**config.mk**
```make
export PLATFORM = sky130hd
export DESIGN_NAME = elevator_call_panel_flat
export DESIGN_NICKNAME = d
export VERILOG_FILES = /design/src/rtl/elevator_call_panel_if.sv /design/src/rtl/elevator_call_panel.sv /design/src/flat_wrapper.sv
export SDC_FILE = /design/constraint.sdc
export NUM_CORES = 1
export LEC_CHECK = 0
export ABC_CLOCK_PERIOD_IN_PS = 3850
export CAP_MARGIN = 20
export CELL_PAD_IN_SITES_DETAIL_PLACEMENT = 0
export CELL_PAD_IN_SITES_GLOBAL_PLACEMENT = 2
export CORE_MARGIN = 3
export CORE_UTILIZATION = 38
export CTS_BUF_LIST = sky130_fd_sc_hd__clkbuf_4 sky130_fd_sc_hd__clkbuf_8
export DETAILED_ROUTE_END_ITERATION = 8
export PLACE_DENSITY_LB_ADDON = 0.1
export SKIP_CTS_REPAIR_TIMING = 1
export SYNTH_ARGS = -nofsm -noshare
export SYNTH_HDL_FRONTEND = slang
export SYNTH_SLANG_ARGS = --single-unit
```
**constraint.sdc**
```tcl
create_clock -name clk -period 3.85 [get_ports clk]
set_input_delay 0.5775 -clock clk [delete_from_list [all_inputs] [get_ports clk]]
set_output_delay 0.5775 -clock clk [all_outputs]
set_load 0.005 [all_outputs]
```
**src/rtl/elevator_call_panel_if.sv**
```systemverilog
// ---------------------------------------------------------------------------
// elevator_call_panel_if
// Bundles the hall-button, car-status, LED and target-request signals of the
// three-floor call panel.
//   button1..3 : raw active-low hall buttons (1 = released), async to clk
//   floor1..3  : car position from the movement controller, one-hot when valid
//   door       : 1 = door open
//   moving     : 1 = car in motion
//   req_ack    : movement controller accepts req_floor
//   led1..3    : call pending for that floor
//   req_valid  : target request offered
//   req_floor  : target floor 1..3, 0 when req_valid = 0
// Modports: master = environment (drives buttons/car status/ack),
//           slave  = call panel.
// ---------------------------------------------------------------------------
interface elevator_call_panel_if;
  logic       button1;
  logic       button2;
  logic       button3;
  logic       floor1;
  logic       floor2;
  logic       floor3;
  logic       door;
  logic       moving;
  logic       req_ack;
  logic       led1;
  logic       led2;
  logic       led3;
  logic       req_valid;
  logic [1:0] req_floor;

  modport master (
    output button1, button2, button3,
    output floor1, floor2, floor3,
    output door, moving, req_ack,
    input  led1, led2, led3,
    input  req_valid, req_floor
  );

  modport slave (
    input  button1, button2, button3,
    input  floor1, floor2, floor3,
    input  door, moving, req_ack,
    output led1, led2, led3,
    output req_valid, req_floor
  );
endinterface

```
**src/rtl/elevator_call_panel.sv**
```systemverilog
// ---------------------------------------------------------------------------
// elevator_call_panel
// Front end of the three-floor elevator. Raw hall buttons are synchronized,
// optionally debounced and edge-detected into latched calls, which drive the
// call LEDs. A SCAN scheduler (IDLE/UP/DOWN) picks the next target and hands
// it to the movement controller over a valid/ack handshake. A call is cleared
// when the car stands at that floor with the door open.
//
// Ports:
//   clk    : single clock, all state on rising edge
//   rst_n  : asynchronous active-low reset
//   cp     : elevator_call_panel_if.slave (buttons, car status, LEDs, request)
//
// Parameters:
//   DB_CYCLES : stable synchronized samples needed to accept a level change
//   DB_W      : debounce counter width, must hold DB_CYCLES-1
//
// Build option:
//   CALL_PANEL_DEBOUNCE_EN : when defined, per-button debounce counters are
//   built; otherwise the debounced level is the synchronized level and
//   DB_CYCLES/DB_W are not used by any logic.
// ---------------------------------------------------------------------------
module elevator_call_panel #(
  parameter int DB_CYCLES = 4,
  parameter int DB_W      = 3
) (
  input  logic                 clk,
  input  logic                 rst_n,
  elevator_call_panel_if.slave cp
);

  typedef enum logic [1:0] { S_IDLE, S_UP, S_DOWN } sched_t;

  if (DB_CYCLES < 1 || DB_CYCLES > (1 << DB_W)) begin : g_bad_db_cfg
    $error("DB_W is too narrow to hold DB_CYCLES-1");
  end

  logic [3:1] btn_raw;
  logic [3:1] floor_in;
  logic [3:1] sync_p0;
  logic [3:1] sync_p1;
  logic [3:1] deb_lvl;
  logic [3:1] deb_dly_p2;
  logic [3:1] press;
  logic [3:1] clear;
  logic [3:1] pending;
  logic       stop;
  logic [1:0] cur;
  logic [1:0] cur_now;
  logic [1:0] above_f;
  logic [1:0] below_f;
  logic [1:0] target;
  logic       pend_cur;
  sched_t     state;
  sched_t     state_d;
  logic       req_valid_r;
  logic [1:0] req_floor_r;
  logic       out_vld;
  logic [1:0] out_floor;
  logic       done_out;
  logic       done_req;

  assign btn_raw  = {cp.button3, cp.button2, cp.button1};
  assign floor_in = {cp.floor3, cp.floor2, cp.floor1};
  assign stop     = cp.door && !cp.moving;

  // ---- stage p0/p1: two-flop button synchronizer ----
  always_ff @(posedge clk or negedge rst_n) begin
    if (!rst_n) begin
      sync_p0 <= '1;
      sync_p1 <= '1;
    end else begin
      sync_p0 <= btn_raw;
      sync_p1 <= sync_p0;
    end
  end

`ifdef CALL_PANEL_DEBOUNCE_EN
  localparam logic [DB_W-1:0] DB_LAST = DB_W'(DB_CYCLES - 1);

  logic [DB_W-1:0] db_cnt [3:1];

  // ---- debounce: level flips only after DB_CYCLES differing samples ----
  always_ff @(posedge clk or negedge rst_n) begin
    if (!rst_n) begin
      deb_lvl <= '1;
      for (int i = 1; i <= 3; i++) db_cnt[i] <= '0;
    end else begin
      for (int i = 1; i <= 3; i++) begin
        if (sync_p1[i] == deb_lvl[i]) begin
          db_cnt[i] <= '0;
        end else if (db_cnt[i] == DB_LAST) begin
          deb_lvl[i] <= sync_p1[i];
          db_cnt[i]  <= '0;
        end else begin
          db_cnt[i] <= db_cnt[i] + 1'b1;
        end
      end
    end
  end
`else
  assign deb_lvl = sync_p1;
`endif

  // ---- stage p2: falling-edge detect into 1-cycle press ----
  always_ff @(posedge clk or negedge rst_n) begin
    if (!rst_n) deb_dly_p2 <= '1;
    else        deb_dly_p2 <= deb_lvl;
  end

  assign press = deb_dly_p2 & ~deb_lvl;

  // Clear has priority, so a press at the served floor is dropped.
  assign clear = floor_in & {3{stop}};

  always_ff @(posedge clk or negedge rst_n) begin
    if (!rst_n) pending <= '0;
    else        pending <= (pending | press) & ~clear;
  end

  // Car position: only a clean one-hot report moves cur; otherwise hold.
  always_comb begin
    cur_now = cur;
    case (floor_in)
      3'b001:  cur_now = 2'd1;
      3'b010:  cur_now = 2'd2;
      3'b100:  cur_now = 2'd3;
      default: cur_now = cur;
    endcase
  end

  always_ff @(posedge clk or negedge rst_n) begin
    if (!rst_n) cur <= 2'd1;
    else        cur <= cur_now;
  end

  // Nearest pending call above (lowest) and below (highest) the car.
  always_comb begin
    above_f  = 2'd0;
    below_f  = 2'd0;
    pend_cur = 1'b0;
    case (cur)
      2'd1: begin
        pend_cur = pending[1];
        above_f  = pending[2] ? 2'd2 : (pending[3] ? 2'd3 : 2'd0);
      end
      2'd2: begin
        pend_cur = pending[2];
        above_f  = pending[3] ? 2'd3 : 2'd0;
        below_f  = pending[1] ? 2'd1 : 2'd0;
      end
      2'd3: begin
        pend_cur = pending[3];
        below_f  = pending[2] ? 2'd2 : (pending[1] ? 2'd1 : 2'd0);
      end
      default: ;
    endcase
  end

  // ---- SCAN scheduler ----
  always_ff @(posedge clk or negedge rst_n) begin
    if (!rst_n) state <= S_IDLE;
    else        state <= state_d;
  end

  always_comb begin
    state_d = state;
    target  = 2'd0;
    case (state)
      S_IDLE: begin
        if (pend_cur && !cp.door) begin
          target = cur;
        end else if (above_f != 2'd0) begin
          target  = above_f;
          state_d = S_UP;
        end else if (below_f != 2'd0) begin
          target  = below_f;
          state_d = S_DOWN;
        end
      end
      S_UP: begin
        if (above_f != 2'd0)      target  = above_f;
        else if (below_f != 2'd0) state_d = S_DOWN;
        else                      state_d = S_IDLE;
      end
      S_DOWN: begin
        if (below_f != 2'd0)      target  = below_f;
        else if (above_f != 2'd0) state_d = S_UP;
        else                      state_d = S_IDLE;
      end
      default: state_d = S_IDLE;
    endcase
  end

  // ---- request handshake and outstanding tracking ----
  assign done_out = out_vld && (cur_now == out_floor) && stop;
  // An ack that lands while the car already stands served at that floor
  // leaves nothing outstanding.
  assign done_req = (cur_now == req_floor_r) && stop;

  always_ff @(posedge clk or negedge rst_n) begin
    if (!rst_n) begin
      req_valid_r <= 1'b0;
      req_floor_r <= 2'd0;
      out_vld     <= 1'b0;
      out_floor   <= 2'd0;
    end else if (req_valid_r) begin
      if (cp.req_ack) begin
        req_valid_r <= 1'b0;
        req_floor_r <= 2'd0;
        out_vld     <= !done_req;
        out_floor   <= req_floor_r;
      end
    end else begin
      if (done_out) out_vld <= 1'b0;
      if (!out_vld && target != 2'd0) begin
        req_valid_r <= 1'b1;
        req_floor_r <= target;
      end
    end
  end

  assign cp.led1      = pending[1];
  assign cp.led2      = pending[2];
  assign cp.led3      = pending[3];
  assign cp.req_valid = req_valid_r;
  assign cp.req_floor = req_floor_r;

endmodule

```
**src/flat_wrapper.sv**
```systemverilog
// flat-port wrapper written by rule: the top's interface ports become plain ports
module elevator_call_panel_flat 
#(
  parameter int DB_CYCLES = 4,
  parameter int DB_W      = 3
)
  (clk, rst_n, cp_button1, cp_button2, cp_button3, cp_floor1, cp_floor2, cp_floor3, cp_door, cp_moving, cp_req_ack, cp_led1, cp_led2, cp_led3, cp_req_valid, cp_req_floor);
  elevator_call_panel_if cp_i ();
  input  logic clk;
  input  logic rst_n;
  input wire logic [$bits(cp_i.button1)-1:0] cp_button1;
  input wire logic [$bits(cp_i.button2)-1:0] cp_button2;
  input wire logic [$bits(cp_i.button3)-1:0] cp_button3;
  input wire logic [$bits(cp_i.floor1)-1:0] cp_floor1;
  input wire logic [$bits(cp_i.floor2)-1:0] cp_floor2;
  input wire logic [$bits(cp_i.floor3)-1:0] cp_floor3;
  input wire logic [$bits(cp_i.door)-1:0] cp_door;
  input wire logic [$bits(cp_i.moving)-1:0] cp_moving;
  input wire logic [$bits(cp_i.req_ack)-1:0] cp_req_ack;
  output wire logic [$bits(cp_i.led1)-1:0] cp_led1;
  output wire logic [$bits(cp_i.led2)-1:0] cp_led2;
  output wire logic [$bits(cp_i.led3)-1:0] cp_led3;
  output wire logic [$bits(cp_i.req_valid)-1:0] cp_req_valid;
  output wire logic [$bits(cp_i.req_floor)-1:0] cp_req_floor;
  assign cp_i.button1 = cp_button1;
  assign cp_i.button2 = cp_button2;
  assign cp_i.button3 = cp_button3;
  assign cp_i.floor1 = cp_floor1;
  assign cp_i.floor2 = cp_floor2;
  assign cp_i.floor3 = cp_floor3;
  assign cp_i.door = cp_door;
  assign cp_i.moving = cp_moving;
  assign cp_i.req_ack = cp_req_ack;
  assign cp_led1 = cp_i.led1;
  assign cp_led2 = cp_i.led2;
  assign cp_led3 = cp_i.led3;
  assign cp_req_valid = cp_i.req_valid;
  assign cp_req_floor = cp_i.req_floor;
  elevator_call_panel #(.DB_CYCLES(DB_CYCLES), .DB_W(DB_W)) u_core (.clk(clk), .rst_n(rst_n), .cp(cp_i));
endmodule
```
=== Yosys cells after proc, flatten, opt, wreduce, memory -nomap -nowiden ===
Index checks and enable logic that the tools add are counted.
W data, S select, Z words.

* Equal/unequal tests: 15
* Mux-type cells: 30
* Bitwise operators: 6
* Reduce and logical (&&, ||, !) cells: 20

{| class="wikitable"
|+ Operator list
! operator !! number
|-
| $mux W2 || 16
|-
| $pmux W2 S3 || 3
|-
| $reduce_bool A2 Y1 || 5
|-
| $and A3 B3 Y3 || 3
|-
| $mux W1 || 8
|-
| $ne A2 B2 Y1 const B || 4
|-
| $pmux W2 S2 || 2
|-
| $eq A2 B2 Y1 const B || 3
|-
| $logic_and A1 B1 Y1 || 6
|-
| $not A3 Y3 || 2
|-
| $reduce_and A2 Y1 || 3
|-
| $eq A2 B1 Y1 const B || 2
|-
| $eq A2 B2 Y1 || 2
|-
| $logic_not A1 Y1 || 4
|-
| $reduce_and A4 Y1 || 1
|-
| $eq A3 B1 Y1 const B || 1
|-
| $eq A3 B2 Y1 const B || 1
|-
| $eq A3 B3 Y1 const B || 1
|-
| $ne A3 B1 Y1 const B || 1
|-
| $or A3 B3 Y3 || 1
|-
| $pmux W1 S3 || 1
|-
| $logic_not A2 Y1 || 1
|}

* Register bits: 22
* Input port bits: 11
* Logic and storage cells: 81

=== Logic depth before layout (Yosys ltp) ===
Gate-level depths: netlist of run 1.

* Depth in word-level cells: 12
* Mapped depth: 7
* Depth with buffers taken out: 7

=== Worst setup path before layout of run 1 ===
OpenSTA, ideal clock, no wires.

* Kind: flip-flop to flip-flop
* Start point: reg u_core.cur[0]
* End point: reg u_core.req_floor_r[0] (netlist: u_core.cp.req_floor[0])
* Setup time: 0.137 ns
* Arrival: 1.873 ns
* Data required time: 3.713 ns
* Path slack: 1.840 ns
* Cell stages (with the launch flop): 8
* Path buffers: 0
* Period minus slack after synthesis: 2.010 ns
* Cell sequence: dfstp_2 > inv_1 > ha_1 > or4_1 > o21ai_0 > o211ai_1 > a22oi_2 > o311ai_2

* Word-level cells in the longest chain between the ends: 11
* Elaborated cells on any way between the ends: 20
* Those cells by class: 3 x eq/ne; 10 x mux; 7 x reduce/logical

{| class="wikitable"
|+ Ends and longest elaborated chain
! element !! RTL line !! source
|-
| start: declaration || elevator_call_panel.sv:48 || <nowiki>logic [1:0] cur;</nowiki>
|-
| start signal: assignment || elevator_call_panel.sv:134 || <nowiki>else cur <= cur_now;</nowiki>
|-
| $eq A2 B2 Y1 || elevator_call_panel.sv:142 || <nowiki>case (cur)</nowiki>
|-
| $pmux W2 S2 || elevator_call_panel.sv:142 ||
|-
| $reduce_bool A2 Y1 || elevator_call_panel.sv:176, elevator_call_panel.sv:187 ||
|-
| $mux W2 || elevator_call_panel.sv:176, elevator_call_panel.sv:187 ||
|-
| $mux W2 || elevator_call_panel.sv:173 || <nowiki>end else if (above_f != 2'd0) begin</nowiki>
|-
| $mux W2 || elevator_call_panel.sv:171 || <nowiki>if (pend_cur && !cp.door) begin</nowiki>
|-
| $pmux W2 S3 (*) || elevator_call_panel.sv:169 || <nowiki>case (state)</nowiki>
|-
| $reduce_bool A2 Y1 || elevator_call_panel.sv:216 || <nowiki>if (!out_vld && target != 2'd0) begin</nowiki>
|-
| $logic_and A1 B1 Y1 || elevator_call_panel.sv:216 ||
|-
| $reduce_bool A2 Y1 (no source line) || - ||
|-
| $reduce_and A2 Y1 (no source line) || - ||
|-
| end signal: assignment || elevator_call_panel.sv:218 || <nowiki>req_floor_r <= target;</nowiki>
|-
| end: declaration || elevator_call_panel.sv:57 || <nowiki>logic [1:0] req_floor_r;</nowiki>
|}

Mark *: on every way between the ends. The rest lies on a longest branch, timed or not. The select of a mux whose other input is x is not followed.
A chain may end at the register's enable or synchronous reset.

=== Worst setup path in the final report of run 1 ===
* Start point: reg u_core.cur[0]
* End point: reg u_core.req_floor_r[1] (netlist: u_core.cp.req_floor[1])

The elaborated chain is that of the path after synthesis.

==> results.md, run 1 <==
Run status:
- The flow ran to the end, and the final reports show no timing, DRC or antenna violations.

Global route:
- For this run the aggregate overflow at the end of global routing stands at 0.
- The first global-routing pass estimated between 3000 and 4000 um of wire.
- Across every metal layer, demand over resource in global routing totals 0.143.
- The number of global-route vias before repair is between 800 and 900.
- The initial antenna violation count was 0.
- Entering global routing, the biggest net connects 23 pins.

Placed design:
- The HPWL after detailed placement is between 1500 and 2000 um.
- The congestion estimate from routability-driven global placement came to 0.798.
- The number of buffers inserted by port buffering is 16.
- The cell area reported after detailed placement is between 1000 and 1500 um2.

Logic synthesis:
- The dominant register cell in the synthesized netlist is sky130_fd_sc_hd__dfrtp_1.
- Dividing the synthesized area by the synthesized cell count gives approximately 11 um2.
- The synthesized design contains 0 enable-type register cells.
- The combined area of all synthesized cells is about 1100 um2.
- The share of synthesized registers carrying an async set or reset is 1.00.
- The number of nets handed over by synthesis was roughly 120.
- For this run, the register share of the synthesized area comes to 0.506.
- Yosys printed 0 warnings.
- Counting flops and latches in the post-synthesis netlist gives 22.
- The count of different cell masters after synthesis is 35.
- The number of instances in the synthesized netlist is 102.

Floorplan:
- The die height is 60.1 um.
- The placeable core area is approximately 2800 um2.
- The floorplan has 19 rows.
- The full die area is about 3600 um2.
- Measured along the x axis, the die boundary spans between 60 and 70 um.
- The starting utilization of the core area is 0.400.
- The I/O pin count is 17.

Critical path:
- The element type at the critical path end is a flop.
- For the worst setup path, the data required time is a little over 4 ns.
- The startpoint of the most critical setup path is u_core.cur[0].
- The arrival time at the worst endpoint is ~2.5 ns.
- The worst-path maximum fanout is 7.
- The origin of the critical flop-to-flop path is u_core.cur[0].
- The launching element type of the critical path is a flop.
- The critical path in this run is classified as reg -> reg.

Power:
- The total leakage power is 0.000559 uW.
- Dividing total power by cell area gives a power density of around 570 nW/um2.
- The worst-case IR drop observed on VDD is 0.338 mV.

Clocking:
- The clock tree root driver cell is sky130_fd_sc_hd__clkbuf_4.
- The TritonCTS clock tree is done.
- In this run, CTS created clock tree buffers numbering 3.
- No sink is reached through more buffers than the 2 on the longest clock path.
- After clock tree synthesis, the clock-pin slew on the worst setup and hold paths is around 0.12 ns.
- For this design, the sink count on the clock tree is 22.
- The deepest level of the CTS H-tree is 1.
- For the worst-skew pair, the clock arrives at the later sink with an insertion delay of about 0.3 ns.

Timing:
- At the pin with the least slew margin, the transition time is around 0.93 ns.
- The highest attainable clock frequency is between 400 and 500 MHz.
- In the finished design, the share of the clock period the worst path needs comes to 0.587.
- Counting I/O delays and the setup requirement, the final critical path takes approximately 2.3 ns.
- The relative max-transition margin is 0.377.
- Clock skew on the completed layout was measured at between 0.007 and 0.008 ns.
- On the final layout, the worst hold slack is between 0.3 and 0.4 ns.
- The sum of negative setup slack is 0 ns.
- The final hold violation count is 0.
- The total count of max-transition violations in the final report is 0.
- Setup repair after global routing left no endpoint under its margin.
- The final setup violation count is 0.

Final layout:
- The antenna diode count is 0.
- The finished cells cover 1350 um2.
- The library cells used most frequently in the layout, excluding fill and tap cells, are sky130_fd_sc_hd__clkdlybuf4s50_1 (16), sky130_fd_sc_hd__dfrtp_1 (12), sky130_fd_sc_hd__dfstp_2 (10), sky130_fd_sc_hd__inv_1 (9), sky130_fd_sc_hd__a21oi_1 (9).
- The net count of the finished layout is roughly 140.
- Relative to the synthesized area, the layout overhead comes to 21.1%.
- The most common cell after layout, fill and taps aside is sky130_fd_sc_hd__clkdlybuf4s50_1.
- The layout cell share with drive strength beyond 1 is 0.172.

Detailed routing:
- In the routed layout, each cell is associated on average with a via count of 5.41.
- The routed design has roughly 2200 um of wire.
- For this block, the initial DRC count from the detailed router was 38.
- The number of vias in the routed layout is 827.
- The count of TritonRoute iterations in the first routing pass is 4.
- After detailed routing, the average wire length per cell comes to approximately 14 um.
- In this run the remaining antenna-violating nets after routing total 0.
- After detailed routing, the number of remaining DRC violations is 0.

Hold path:
- The startpoint identified for the worst hold timing path is u_core.sync_p0[1].
- The path type of the worst min-delay path is reg -> reg.

Run:
- The number of maximum-capacitance constraint violations is 0.
per-stage QoR:
| step | cells | worst slack, ns | power (uW) | util |
|---|---|---|---|---|
| after floorplan | 102 | 1.84 | 545 | - |
| after global placement | 149 | 1.59 | 650 | 0.472 |
| after detailed placement | 149 | 1.60 | 651 | 0.472 |
| after CTS | 153 | 1.61 | 778 | 0.485 |
| after global routing | 153 | 1.39 | 836 | 0.485 |
| final | 153 | 1.59 | 770 | 0.485 |
critical path, cell delays in order (launching register included):
cell and delay, ns:
sky130_fd_sc_hd__dfstp_2 0.62, sky130_fd_sc_hd__inv_1 0.08, sky130_fd_sc_hd__ha_1 0.24, sky130_fd_sc_hd__a222oi_1 0.47
sky130_fd_sc_hd__o21ai_0 0.17, sky130_fd_sc_hd__o211ai_1 0.17, sky130_fd_sc_hd__nand3_2 0.16, sky130_fd_sc_hd__a31o_1 0.24
logic make-up (layout without fill, tap and decap cells):
group,after synthesis,after routing,synth area share
compound gates,31,31,0.211
simple gates,29,29,0.147
flops,22,22,0.506
buf+inv,9,29,0.0303
fa+ha+maj,5,5,0.0562
xor+xnor,5,5,0.0393
mux,1,1,0.0101
cell type report:
class	count	area, um2
clock buffer	4	36.3
fill	269	1430
inverter	9	33.8
multi-input combinational	71	517
sequential	22	563
tap	31	38.8
timing repair buffer	16	160
worst paths after layout:
kind	endpoint	cells after the start	slack, ns
min in group asynchronous	u_core.state[1]	1	0.78
worst max-delay path	u_core.cp.req_floor[1]	7	1.59
worst min-delay path	u_core.deb_lvl[1]	0	0.36
max in group asynchronous	u_core.pending[1]	1	2.49
worst max register to register	u_core.cp.req_floor[1]	7	1.59
worst min register to register	u_core.deb_lvl[1]	0	0.36
registers in the layout, summed over array words and instances (netlist names):
signal               cells
u_core.cp.req_valid      1
u_core.cur               2
u_core.out_floor         2
u_core.cp.req_floor      2
u_core.pending           3
u_core.out_vld           1
u_core.deb_lvl           3
u_core.sync_p0           3
u_core.state             2
u_core.deb_dly_p2        3
metal layers:
layer	GRT usage	vias up	share of wire
li1	-	411	-
met1	0.212	389	0.50
met2	0.208	25	0.44
met3	0.0194	2	0.044
met4	0.0570	0	0.010
met5	0	-	0
Yosys cell counts, drive strengths merged (2+ instances only):
cell,number,area [um2]
a21oi,9,45.0
a22oi,2,25.0
a31o,2,17.5
and2,2,12.5
dfrtp,12,300
dfstp,10,263
ha,5,62.6
inv,9,33.8
nand2,5,18.8
nand3,4,25.0
nor2,4,15.0
nor2b,4,25.0
nor3,2,10.0
o2111ai,3,32.5
o211ai,3,22.5
o21ai,6,30.0
or4,2,15.0
xnor2,4,35.0
power breakdown:
part	switching (uW)	leakage (uW)	internal, uW	total (uW)
sequential	52.5	0.000248	289	341
combinational	149	0.000290	156	305
clock	66.1	0.0000210	57.6	124
total	268	0.000559	502	770
Power figures use the tool's default switching activity.
==> run 2: changes to the inputs <==
ABC_CLOCK_PERIOD_IN_PS = 2200   (was 3850)
CORE_UTILIZATION = 35   (was 38)
clock period = 2.2 ns   (was 3.85 ns; I/O delays follow)
==> run 2 against run 1 <==
  * Clock power rose to 2.5 times the previous value
  * Utilization rose by 1.2 points
  * Sequential share of layout area fell by 2.7 points
  * Highest routed layer unchanged
  * Clock skew fell by 0.00096 ns
  * Sequential cell count did not move
  * Largest power group unchanged
==> results.md, run 2 (same netlist as run 1, synthesis figures left out) <==
Placed design:
- Summed over all nets, the half-perimeter wirelength after detailed placement is about 1800 um.
- The cell area reported after detailed placement is 1360 um2.
- The number of buffers inserted by port buffering is 16.
- The congestion estimate from routability-driven global placement came to roughly 0.85.

Critical path:
- In this run the critical register-to-register path is launched from u_core.cur[0].
- The element type at the critical path end is a flop.
- The type of the setup path with the least slack is reg -> reg.
- The critical path goes through buf_4, ha_1, a222oi_1, buf_4, or4_1, o2111ai_2, a22oi_2, o311ai_2.
- The maximum single-stage delay on the critical path is roughly 0.56 ns.
- The cell with the biggest individual delay on the critical path is sky130_fd_sc_hd__dfstp_2.
- The worst register-to-register path has a setup slack of approximately 0.11 ns.
- The arrival time at the worst endpoint is around 2.3 ns.
- For the worst setup path, the data required time is 2.42 ns.
- The worst setup path is launched from a flop.
- The worst-path maximum fanout is 6.
- The reg-to-reg endpoint is u_core.cp.req_floor[0].
- The worst register-to-register path has a depth of 8.
- Counting stages on the worst path, the most repeated cell is sky130_fd_sc_hd__buf_4.

Detailed routing:
- The routed via count divided by cell count is 5.19.
- The count of TritonRoute iterations in the first routing pass is 4.
- The routed layout has a little under 900 vias.
- The starting DRC count in detailed routing is 44.
- The post-detailed-route DRC marker count is 0.
- The count of antenna-violating nets left after detailed routing is 0.
- The post-detailed-routing wire length is 2400 um.
- The average wire per standard cell is between 10 and 15 um.

Final layout:
- The layout cell share with drive strength beyond 1 is 0.250.
- In the layout the commonest cells are sky130_fd_sc_hd__clkdlybuf4s50_1 (16), sky130_fd_sc_hd__dfrtp_1 (12), sky130_fd_sc_hd__dfstp_2 (10), sky130_fd_sc_hd__inv_1 (9), sky130_fd_sc_hd__a21oi_1 (9).
- Leaving out fill and tap cells, the most frequent cell in the layout is sky130_fd_sc_hd__clkdlybuf4s50_1.
- The antenna diode count is 0.
- Relative to the synthesized area, the layout overhead comes to 29.6%.
- The total area of multi-input combinational cells is 536 um2.
- Across the whole layout, storage elements account for 563 um2.
- After the last flow step, the layout net total stands at approximately 150.
- The final standard cell area without fillers is roughly 1400 um2.
- Counting the fill cells in the layout gives between 200 and 300.

Timing:
- Setup repair after global routing left no endpoint under its margin.
- The relative max-transition margin is 0.723.
- The final hold violation count was 0.
- The final setup violation count is 0.
- The total count of max-transition violations in the final report came to 0.
- The measured slew at the worst slew-check pin is roughly 0.41 ns.
- The part of the cycle the worst path needs is 0.952.
- Timing would allow up to 477 MHz.
- After layout, the minimum clock period comes to around 2.1 ns.
- Setup total negative slack on the finished layout was measured at 0 ns.
- The clock skew after layout is roughly 0.0064 ns.

Global route:
- The number of global-route vias before repair was 918.
- After global routing the overflow that remains totals 0.
- The initial antenna violation count is 0.
- The first global-routing pass estimated approximately 4100 um of wire.
- The maximum number of pins on one net before global-route repair is 23.
- The total global-route track usage is 0.132.

Power:
- For this design the static power due to leakage is between 0.0005 and 0.0006 uW.
- The worst ir drop on vdd is 0.626 mV.
- The final total power is ~1500 uW.
- Power spread over the standard cell area amounts to slightly above 1000 nW/um2.

Floorplan:
- The floorplan step defined a die boundary enclosing 3890 um2.
- The initial utilization of the core area, before any placement, comes to 0.384.
- The placeable core area is approximately 2900 um2.
- The I/O pin count is 17.
- The die width is between 60 and 70 um.
- The floorplan step set the die height to ~62 um.
- In this run the core area contains 19 standard-cell rows.

Clocking:
- TritonCTS created 3 clock buffers.
- Clock-pin slew was measured on the worst setup and hold paths at 0.13 ns.
- Counting every sink on the clock net gives 22.
- The clock tree root driver cell is sky130_fd_sc_hd__clkbuf_4.
- The TritonCTS clock tree is done.
- The deepest level of the CTS H-tree is 1.
- The clock insertion delay at the later pin of the skew report is just over 0.3 ns.
- The maximum number of buffers from clock root to sink is 2.

Run:
- The tool flagged a number of max-cap violations equal to 0.

Run status:
- The flow ran to the end, and the final reports show no timing, DRC or antenna violations.

Hold path:
- The tightest min-delay check is of the in -> async type.
-- run 2: critical path, delay by kind of cell, from the launching register on --
family          cells  cell delay [ns]
flops               1             0.56
compound gates      4             0.57
fa+ha+maj           1             0.16
buf+inv             2             0.30
simple gates        1             0.42
-- run 2: worst max-delay path by stage --
| stage | from | to | slack [ns] |
|---|---|---|---|
| floorplan | u_core.cur[0] | u_core.cp.req_floor[0] | 0.19 |
| global placement | u_core.cur[0] | u_core.cp.req_floor[1] | 0.14 |
| detailed placement | u_core.cur[0] | u_core.cp.req_floor[1] | 0.07 |
| CTS | u_core.cur[0] | u_core.cp.req_floor[1] | 0.03 |
| global route | u_core.cur[0] | u_core.cp.req_floor[0] | 0.01 |
| finish | u_core.cur[0] | u_core.cp.req_floor[0] | 0.11 |
-- run 2: per-layer routing --
metal / global-route usage / vias up / share of wire / wire length [um]
li1: - / 421 / - / -
met1: 0.165 / 446 / 0.47 / 1120
met2: 0.222 / 13 / 0.50 / 1190
met3: 0.0234 / 2 / 0.027 / 66
met4: 0.0579 / 0 / 0.0071 / 17
met5: 0 / - / 0 / 0
-- run 2: stage by stage --
step                      setup slack, ns  hold WS [ns]  instances  utilization
after floorplan                     0.190        0.0344        102            -
after global placement              0.137         0.346        164        0.468
after detailed placement           0.0735         0.347        164        0.468
after CTS                          0.0306         0.347        168        0.486
after global routing               0.0113         0.350        170        0.497
final                               0.106         0.344        170        0.497
-- run 2: where the power goes --
group,switching [uW],leakage (uW),internal (uW)
clock,128,0.0000279,184
sequential,89.4,0.000248,505
combinational,287,0.000318,303
total,505,0.000594,992
-- run 2: final cells by class --
cell class | instances | area share
Clock inverter | 1 | 0.0208
Clock buffer | 3 | 0.0156
Tap cell | 42 | 0.0364
Timing Repair Buffer | 22 | 0.142
Inverter | 9 | 0.0234
Sequential cell | 22 | 0.390
Multi-Input combinational cell | 71 | 0.371
